**src/rtl/ocra1_grad_seq_if.sv**
```systemverilog
// Sample-in and DAC-word-out bus of the OCRA1 gradient sequencer.
// The sequencer is the slave. The sample source and the SPI core side are the master.
interface ocra1_grad_seq_if;
  logic [71:0] in_data_i;
  logic        in_valid_i;
  logic        in_ready_o;
  logic [23:0] datax_o;
  logic [23:0] datay_o;
  logic [23:0] dataz_o;
  logic [23:0] dataz2_o;
  logic        valid_o;
  logic        busy_i;

  modport slave (
    input  in_data_i, in_valid_i, busy_i,
    output in_ready_o, datax_o, datay_o, dataz_o, dataz2_o, valid_o
  );

  modport master (
    output in_data_i, in_valid_i, busy_i,
    input  in_ready_o, datax_o, datay_o, dataz_o, dataz2_o, valid_o
  );
endinterface

```
**src/rtl/ocra1_grad_seq.sv**
```systemverilog
// Gradient sample sequencer: buffers 4-channel samples and formats them as DAC write words.
// Sends an init word once after reset, then issues one update per programmable interval.
module ocra1_grad_seq #(
  parameter int unsigned DEPTH     = 8,
  parameter logic [23:0] INIT_WORD = 24'h200002,
  parameter logic [3:0]  CMD       = 4'h1
) (
  input  logic                     clk,
  input  logic                     rst,
  input  logic                     en_i,
  input  logic [15:0]              interval_i,
  input  logic                     clr_i,
  output logic [$clog2(DEPTH):0]   level_o,
  output logic                     init_done_o,
  output logic                     underflow_o,
  output logic                     late_o,
  ocra1_grad_seq_if.slave          bus
);

  localparam int unsigned   AW   = $clog2(DEPTH);
  localparam logic [AW:0]   FULL = (AW+1)'(DEPTH);

  typedef enum logic [1:0] {S_INIT, S_RUN, S_WAIT} state_t;

  logic [71:0]   r_mem [DEPTH];
  logic [AW-1:0] r_wr_ptr;
  logic [AW-1:0] r_rd_ptr;
  logic [AW:0]   r_level;

  state_t        r_state;
  logic [15:0]   r_timer;
  logic          r_pending;
  logic          r_guard;
  logic          r_valid;
  logic [23:0]   r_dx, r_dy, r_dz, r_dz2;
  logic          r_init_done;
  logic          r_underflow;
  logic          r_late;

  logic          w_ready;
  logic          w_push;
  logic          w_empty;
  logic          w_running;
  logic          w_tick;
  logic          w_issue;
  logic          w_late_evt;
  logic          w_under_evt;
  logic [71:0]   w_head;

  function automatic logic [23:0] fmt(input logic [17:0] v);
    return {CMD, v, 2'b00};
  endfunction

  assign w_ready     = (r_level < FULL);
  assign w_push      = bus.in_valid_i && w_ready;
  assign w_empty     = (r_level == '0);
  assign w_running   = (r_state != S_INIT) && en_i;
  // Greater-or-equal so a shrinking interval takes effect at once instead of wrapping the timer.
  assign w_tick      = w_running && (r_timer >= interval_i);
  assign w_issue     = en_i && (r_state == S_RUN) && r_pending && !bus.busy_i && !w_empty;
  assign w_late_evt  = w_tick && r_pending;
  assign w_under_evt = w_tick && !r_pending && w_empty;
  assign w_head      = r_mem[r_rd_ptr];

  // NOTE: sequential state always uses non-blocking assignments so every register samples pre-edge values.
  always_ff @(posedge clk) begin
    if (rst) begin
      r_wr_ptr <= '0;
      r_rd_ptr <= '0;
      r_level  <= '0;
    end else begin
      if (w_push)  r_wr_ptr <= r_wr_ptr + 1'b1;
      if (w_issue) r_rd_ptr <= r_rd_ptr + 1'b1;
      if (w_push && !w_issue)      r_level <= r_level + 1'b1;
      else if (!w_push && w_issue) r_level <= r_level - 1'b1;
    end
  end

  // NOTE: storage is deliberately not reset; an entry is only read while level says it was written.
  always_ff @(posedge clk) begin
    if (w_push) r_mem[r_wr_ptr] <= bus.in_data_i;
  end

  always_ff @(posedge clk) begin
    if (rst) begin
      r_state     <= S_INIT;
      r_timer     <= '0;
      r_pending   <= 1'b0;
      r_guard     <= 1'b0;
      r_valid     <= 1'b0;
      r_dx        <= '0;
      r_dy        <= '0;
      r_dz        <= '0;
      r_dz2       <= '0;
      r_init_done <= 1'b0;
      r_underflow <= 1'b0;
      r_late      <= 1'b0;
    end else begin
      r_valid <= 1'b0;

      if (!w_running || w_tick) r_timer <= '0;
      else                      r_timer <= r_timer + 16'd1;

      if (!w_running || w_issue)  r_pending <= 1'b0;
      else if (w_tick && !w_empty) r_pending <= 1'b1;

      if (w_under_evt) r_underflow <= 1'b1;
      else if (clr_i)  r_underflow <= 1'b0;
      if (w_late_evt)  r_late <= 1'b1;
      else if (clr_i)  r_late <= 1'b0;

      case (r_state)
        S_INIT: begin
          if (!bus.busy_i) begin
            r_dx        <= INIT_WORD;
            r_dy        <= INIT_WORD;
            r_dz        <= INIT_WORD;
            r_dz2       <= INIT_WORD;
            r_valid     <= 1'b1;
            r_init_done <= 1'b1;
            r_state     <= S_RUN;
          end
        end
        S_RUN: begin
          if (w_issue) begin
            r_dx    <= fmt(w_head[17:0]);
            r_dy    <= fmt(w_head[35:18]);
            r_dz    <= fmt(w_head[53:36]);
            r_dz2   <= fmt(w_head[71:54]);
            r_valid <= 1'b1;
            r_guard <= 1'b0;
            r_state <= S_WAIT;
          end
        end
        S_WAIT: begin
          // The core either acknowledges by raising busy or the two-cycle guard expires.
          if (bus.busy_i || r_guard) r_state <= S_RUN;
          else                       r_guard <= 1'b1;
        end
        default: r_state <= S_INIT;
      endcase
    end
  end

  assign bus.in_ready_o = w_ready;
  assign bus.datax_o    = r_dx;
  assign bus.datay_o    = r_dy;
  assign bus.dataz_o    = r_dz;
  assign bus.dataz2_o   = r_dz2;
  assign bus.valid_o    = r_valid;
  assign level_o        = r_level;
  assign init_done_o    = r_init_done;
  assign underflow_o    = r_underflow;
  assign late_o         = r_late;

endmodule

```
**src/flat_wrapper.sv**
```systemverilog
// flat-port wrapper written by rule: the top's interface ports become plain ports
module ocra1_grad_seq_flat 
#(
  parameter int unsigned DEPTH     = 8,
  parameter logic [23:0] INIT_WORD = 24'h200002,
  parameter logic [3:0]  CMD       = 4'h1
)
  (clk, rst, en_i, interval_i, clr_i, level_o, init_done_o, underflow_o, late_o, bus_in_data_i, bus_in_valid_i, bus_busy_i, bus_in_ready_o, bus_datax_o, bus_datay_o, bus_dataz_o, bus_dataz2_o, bus_valid_o);
  ocra1_grad_seq_if bus_i ();
  input  logic clk;
  input  logic rst;
  input  logic en_i;
  input  logic [15:0] interval_i;
  input  logic clr_i;
  output logic [$clog2(DEPTH):0] level_o;
  output logic init_done_o;
  output logic underflow_o;
  output logic late_o;
  input wire logic [$bits(bus_i.in_data_i)-1:0] bus_in_data_i;
  input wire logic [$bits(bus_i.in_valid_i)-1:0] bus_in_valid_i;
  input wire logic [$bits(bus_i.busy_i)-1:0] bus_busy_i;
  output wire logic [$bits(bus_i.in_ready_o)-1:0] bus_in_ready_o;
  output wire logic [$bits(bus_i.datax_o)-1:0] bus_datax_o;
  output wire logic [$bits(bus_i.datay_o)-1:0] bus_datay_o;
  output wire logic [$bits(bus_i.dataz_o)-1:0] bus_dataz_o;
  output wire logic [$bits(bus_i.dataz2_o)-1:0] bus_dataz2_o;
  output wire logic [$bits(bus_i.valid_o)-1:0] bus_valid_o;
  assign bus_i.in_data_i = bus_in_data_i;
  assign bus_i.in_valid_i = bus_in_valid_i;
  assign bus_i.busy_i = bus_busy_i;
  assign bus_in_ready_o = bus_i.in_ready_o;
  assign bus_datax_o = bus_i.datax_o;
  assign bus_datay_o = bus_i.datay_o;
  assign bus_dataz_o = bus_i.dataz_o;
  assign bus_dataz2_o = bus_i.dataz2_o;
  assign bus_valid_o = bus_i.valid_o;
  ocra1_grad_seq #(.DEPTH(DEPTH), .INIT_WORD(INIT_WORD), .CMD(CMD)) u_core (.clk(clk), .rst(rst), .en_i(en_i), .interval_i(interval_i), .clr_i(clr_i), .level_o(level_o), .init_done_o(init_done_o), .underflow_o(underflow_o), .late_o(late_o), .bus(bus_i));
endmodule
```
**config.mk**
```make
export PLATFORM = sky130hd
export DESIGN_NAME = ocra1_grad_seq_flat
export DESIGN_NICKNAME = d
export VERILOG_FILES = /design/src/rtl/ocra1_grad_seq_if.sv /design/src/rtl/ocra1_grad_seq.sv /design/src/flat_wrapper.sv
export SDC_FILE = /design/constraint.sdc
export NUM_CORES = 1
export LEC_CHECK = 0
export CORE_MARGIN = 3
export CORE_UTILIZATION = 30
export DETAILED_ROUTE_END_ITERATION = 8
export PLACE_DENSITY = 0.46
export SLEW_MARGIN = 20
export SYNTH_ARGS = -nofsm -noshare
export SYNTH_HDL_FRONTEND = slang
export SYNTH_SLANG_ARGS = --single-unit
```
**constraint.sdc**
```tcl
create_clock -name clk -period 11.1 [get_ports clk]
set_input_delay 1.11 -clock clk [delete_from_list [all_inputs] [get_ports clk]]
set_output_delay 1.11 -clock clk [all_outputs]
set_load 0.05 [all_outputs]
```
---- Word level (Yosys, flattened, before mapping) ----
Memories as Yosys holds them, arrays and structs flattened. A register that Yosys moved wholly into a read port is not among the register bits.
Cells that the tools add are included.
storage, ports and cells
  output and inout bits ................... 105
  logic and storage cells ................. 94
  memories kept ........................... 1
  flip-flop bits (word level) ............. 130
  input bits .............................. 94
  memory bits (writable) .................. 576
memories
  name          depth  bits a word  read ports  clocked after Yosys merged registers in  wr ports  line                  text
  u_core.r_mem  8      72           1           1                                        1         ocra1_grad_seq.sv:25  logic [71:0] r_mem [DEPTH];
cells by class
  reduce and logical (&&, ||, !) cells .... 36
  eq/ne operators ......................... 6
  mux-type cells .......................... 28
  bitwise logic cells ..................... 1
  $lt $le $gt $ge ......................... 2
  $add $sub $neg .......................... 5
operators by type and width
  operator                 number
  $pmux W24 S2             4
  $mux W24                 5
  $add A16 B1 Y16 const B  1
  $ge A16 B16 Y1           1
  $logic_and A1 B1 Y1      13
  $reduce_bool A2 Y1       6
  $mux W1                  9
  $reduce_and A3 Y1        3
  $mux W4                  2
  $add A3 B1 Y3 const B    2
  $logic_not A1 Y1         6
  $mux W2                  3
  $mux W3                  2
  $pmux W2 S3              1
  $add A4 B1 Y4 const B    1
  $logic_not A4 Y1         1
  $lt A4 B4 Y1 const B     1
  $ne A2 B1 Y1 const B     2
  $ne A2 B2 Y1 const B     2
  $pmux W1 S2              2
  $reduce_or A2 Y1         2
  $sub A4 B1 Y4 const B    1
  $logic_or A1 B1 Y1       3
  $eq A2 B1 Y1 const B     1
  4 further kinds          4

---- Longest topological paths before layout ----
  depth after elaboration ................. 8
  mapped depth ............................ 11
  mapped depth without buffers ............ 10

---- Worst setup path after synthesis ----
No wires, ideal clock.
  path kind ............................... input to register
  start point ............................. in bus_in_valid_i
  end point ............................... mem u_core.r_mem[0][0], enable pin
  setup time .............................. 591 ps
  buffers on the path ..................... 1
  required time ........................... 10509 ps
  data arrival time ....................... 6483 ps
  cell stages on the path ................. 4
  setup slack ............................. 4027 ps
  path through ............................ nor2b_1 > clkbuf_1 > nand2b_1 > nor3_1
between the ends
  longest elaborated chain between the ends .. 3
ends and longest elaborated chain
  element                        line                  text
  start, declared                flat_wrapper.sv:20    input wire logic [$bits(bus_i.in_valid_i)-1:0] bus_in_valid_i;
  $logic_and A1 B1 Y1            ocra1_grad_seq.sv:55  assign w_push = bus.in_valid_i && w_ready;
  named net u_core.w_push        ocra1_grad_seq.sv:41  logic w_push;
  $mux W1                        ocra1_grad_seq.sv:81  if (w_push) r_mem[r_wr_ptr] <= bus.in_data_i;
  $mux W1 (implied by the code)  ocra1_grad_seq.sv:81
  end, declared                  ocra1_grad_seq.sv:25
The timed path passes the listed nets, and every way through them passes these cells.

---- Worst setup path in the final report ----
  start point ............................. in bus_in_valid_i
  end point ............................... mem u_core.r_mem[3][47], enable pin
between the ends
  longest elaborated chain between the ends .. 3
ends and longest elaborated chain
  element                        line
  $logic_and A1 B1 Y1            ocra1_grad_seq.sv:55
  $mux W1                        ocra1_grad_seq.sv:81
  $mux W1 (implied by the code)  ocra1_grad_seq.sv:81
No other way between the ends.

==> run metrics <==
most frequent cells in the layout edfxtp_1, clkdlybuf4s50_1, mux4_2; pin count of the biggest net entering global routing 106; initial core utilization 30.3%; clock root buffer clkbuf_16; Post-DRT Antenna Nets 0; maximum clock frequency 291 MHz; Filler cells 7989; CTS tree built; placed cells 2541; skew final 31.9 ps; Total GRT Usage 13.4%; Critical Path AT 3660 ps; DIE HEIGHT roughly 300 um; complex-gate fraction of the synthesized area 3.18%; clk sinks 687; main combinational cell family by area after synthesis multiplexers; Core Footprint 0.0854 mm^2; number of global-route vias before repair 13500; Fin Setup TNS 0 ps; HPWL after DPL around 34 mm; Pwr Density 190 mW/mm^2; post-CTS resize count 0; Ys Warns 0; Worst Setup SP bus_in_valid_i; # H-tree levels 3; total die area 0.0899 mm^2; Area growth syn-to-layout 22.5%; setup bufs post-CTS 0; Synth Instances 1265; Pins Over Slew Limit 0; Setup Viol. Count Final 0; FF/Latch Area 0.0195 mm^2; drt first pass iters 4; Pleak a little under 10 nW; clock buffer depth 3; Synth Cell Area about 0.026 mm^2; EDFF count, synth 576; asr flop ratio synth 0%; # rows 107; ratio of cells with drive above 1 in the final layout 19.4%; period utilisation layout 31.0%; Fin. Hold Viols 0; io pins 199; Remaining DRCs 0; DR iter-0 viols 694; kind of critical path input port to flop; GP Congestion a little under 0.7; Non-Filler Instances between 2000 and 3000; post-synthesis simple-gate area fraction 1.95%; hold_sp u_core.bus.dataz2_o[19]; final WL 59.7 mm; Synth cell types 46; Tot Pwr about 6.0 mW; sequential area share after synthesis 75.4%; #FFs+latches synth 687; global-route wire length before repair 89.5 mm; crit path launch type input port; clock latency on the worst-skew pair roughly 630 ps; multiplexer area fraction after synthesis 15.4%; Top FF cell, synth edfxtp_1; multi-input logic area 0.00590 mm^2; Hold Buf Count CTS 0; Req. time, crit path around 11000 ps; Num CTS Buffers 78; Nets 1594; Buffers on Ports between 150 and 200; die width approximately 300 um; initial antenna violation count 9; Worst setup EP type flop; WL/cell 22.2 um; XOR/XNOR share of the synthesized area less than 1%; post-route minimum period 3440 ps; RSZ-0062 raised after global routing no; run status complete, no violations; Synth Area per Inst 20.5 um^2; Core Util, Final 37.1%; Least-Margin Pin Slew about 1100 ps; Hold/Removal Path Class flop to flop; commonest non-fill, non-tap cell in the layout edfxtp_1; Peak VDD IR 0.000102 V; Worst-path clk slew 50 ps; grt ovf 0; max_cap viols 0; crit-path max FO 55; post-synthesis adder-cell area fraction 1.14%; Worst slew margin 28.0%; vias 12500; Avg Vias per Cell 4.64
==> cell type report <==
cell class                      count  share of cell area [%]
Antenna cell                        1                 0.00789
Clock buffer                      105                    6.80
Clock inverter                     40                    1.73
Inverter                           22                   0.260
Multi-Input combinational cell    482                    18.6
Sequential cell                   687                    61.6
Tap cell                         1144                    4.51
Timing Repair Buffer              206                    6.52
==> registers in the layout, summed over array words and instances (netlist names), named ones only <==
name                 flops
u_core.bus.datax_o      18
u_core.bus.datay_o      18
u_core.bus.dataz2_o     20
u_core.bus.dataz_o      18
u_core.bus.valid_o       1
u_core.init_done_o       1
u_core.late_o            1
u_core.level_o           4
u_core.r_guard           1
u_core.r_mem           576
u_core.r_pending         1
u_core.r_rd_ptr          3
u_core.r_state           2
u_core.r_timer          16
u_core.r_wr_ptr          3
u_core.underflow_o       1
==> cells in the mapped netlist (2+ instances only) <==
cell type / count / share of area [%]
edfxtp_1: 576 / 67
mux4_2: 144 / 13
dfxtp_1: 111 / 8.6
mux2i_1: 75 / 2.9
o2bb2ai_1: 72 / 2.4
nor2_1: 51 / 0.74
clkbuf_1: 28 / 0.41
buf_2: 26 / 0.50
buf_4: 22 / 0.64
ha_1: 22 / 1.1
inv_1: 22 / 0.32
nand2_1: 15 / 0.22
xnor2_1: 12 / 0.41
a21oi_1: 10 / 0.19
nand3_1: 9 / 0.17
nor3_1: 9 / 0.17
xor2_1: 9 / 0.30
buf_6: 7 / 0.30
nand2b_1: 4 / 0.097
nand4_1: 4 / 0.097
o21ai_0: 4 / 0.077
a21o_1: 3 / 0.087
a32o_1: 2 / 0.077
and2_1: 2 / 0.048
and3_1: 2 / 0.048
and4_1: 2 / 0.068
buf_1: 2 / 0.029
nor2b_1: 2 / 0.048
==> logic make-up (layout without fill, tap and decap cells) <==
kind of cell / after synthesis / in the layout
other: 1 / 13
DFF: 687 / 687
AOI/OAI and AO/OA: 99 / 99
xor gates and xnor gates: 21 / 21
muxes: 219 / 219
and+or+nand+nor: 108 / 108
adders and majority gates: 23 / 23
buffers and inverters: 107 / 373
==> report_power, final <==
group / total (mW) / internal, mW / switching (mW)
registers: 2.96 / 2.93 / 0.0323
clock network: 2.67 / 1.61 / 1.06
logic: 0.389 / 0.140 / 0.249
total: 6.02 / 4.68 / 1.34
==> final timing paths <==
check	end	slack, ps	cells after the start
worst max-delay path	u_core.r_mem[3][47]	7660	6
worst min-delay path	u_core.bus.dataz2_o[19]	460	1
worst max register to register	u_core.bus.datay_o[4]	7690	5
worst min register to register	u_core.bus.dataz2_o[19]	460	1
==> stage by stage <==
step	area [um^2]	worst slack [ps]	hold slack (ps)
6_report	31700	7660	464
5_1_grt	31700	7420	473
4_1_cts	31700	7520	468
3_5_place_dp	29000	6910	448
3_3_place_gp	29000	6940	446
2_1_floorplan	25900	4030	441
==> metal layers <==
| layer | routed length [um] | vias to the layer above | track usage (%) |
|---|---|---|---|
| li1 | - | 5571 | - |
| met3 | 2560 | 111 | 3.03 |
| met1 | 25100 | 6558 | 16.5 |
| met4 | 1420 | 16 | 3.91 |
| met2 | 30600 | 209 | 23.5 |
| met5 | 99 | - | 0 |
==> critical path: stages <==
cell	delay (ps)
clkdlybuf4s50_1	450
nor2b_1	130
buf_4	190
nand2_1	230
nor2_4	600
buf_4	890
Power figures use the tool's default switching activity.
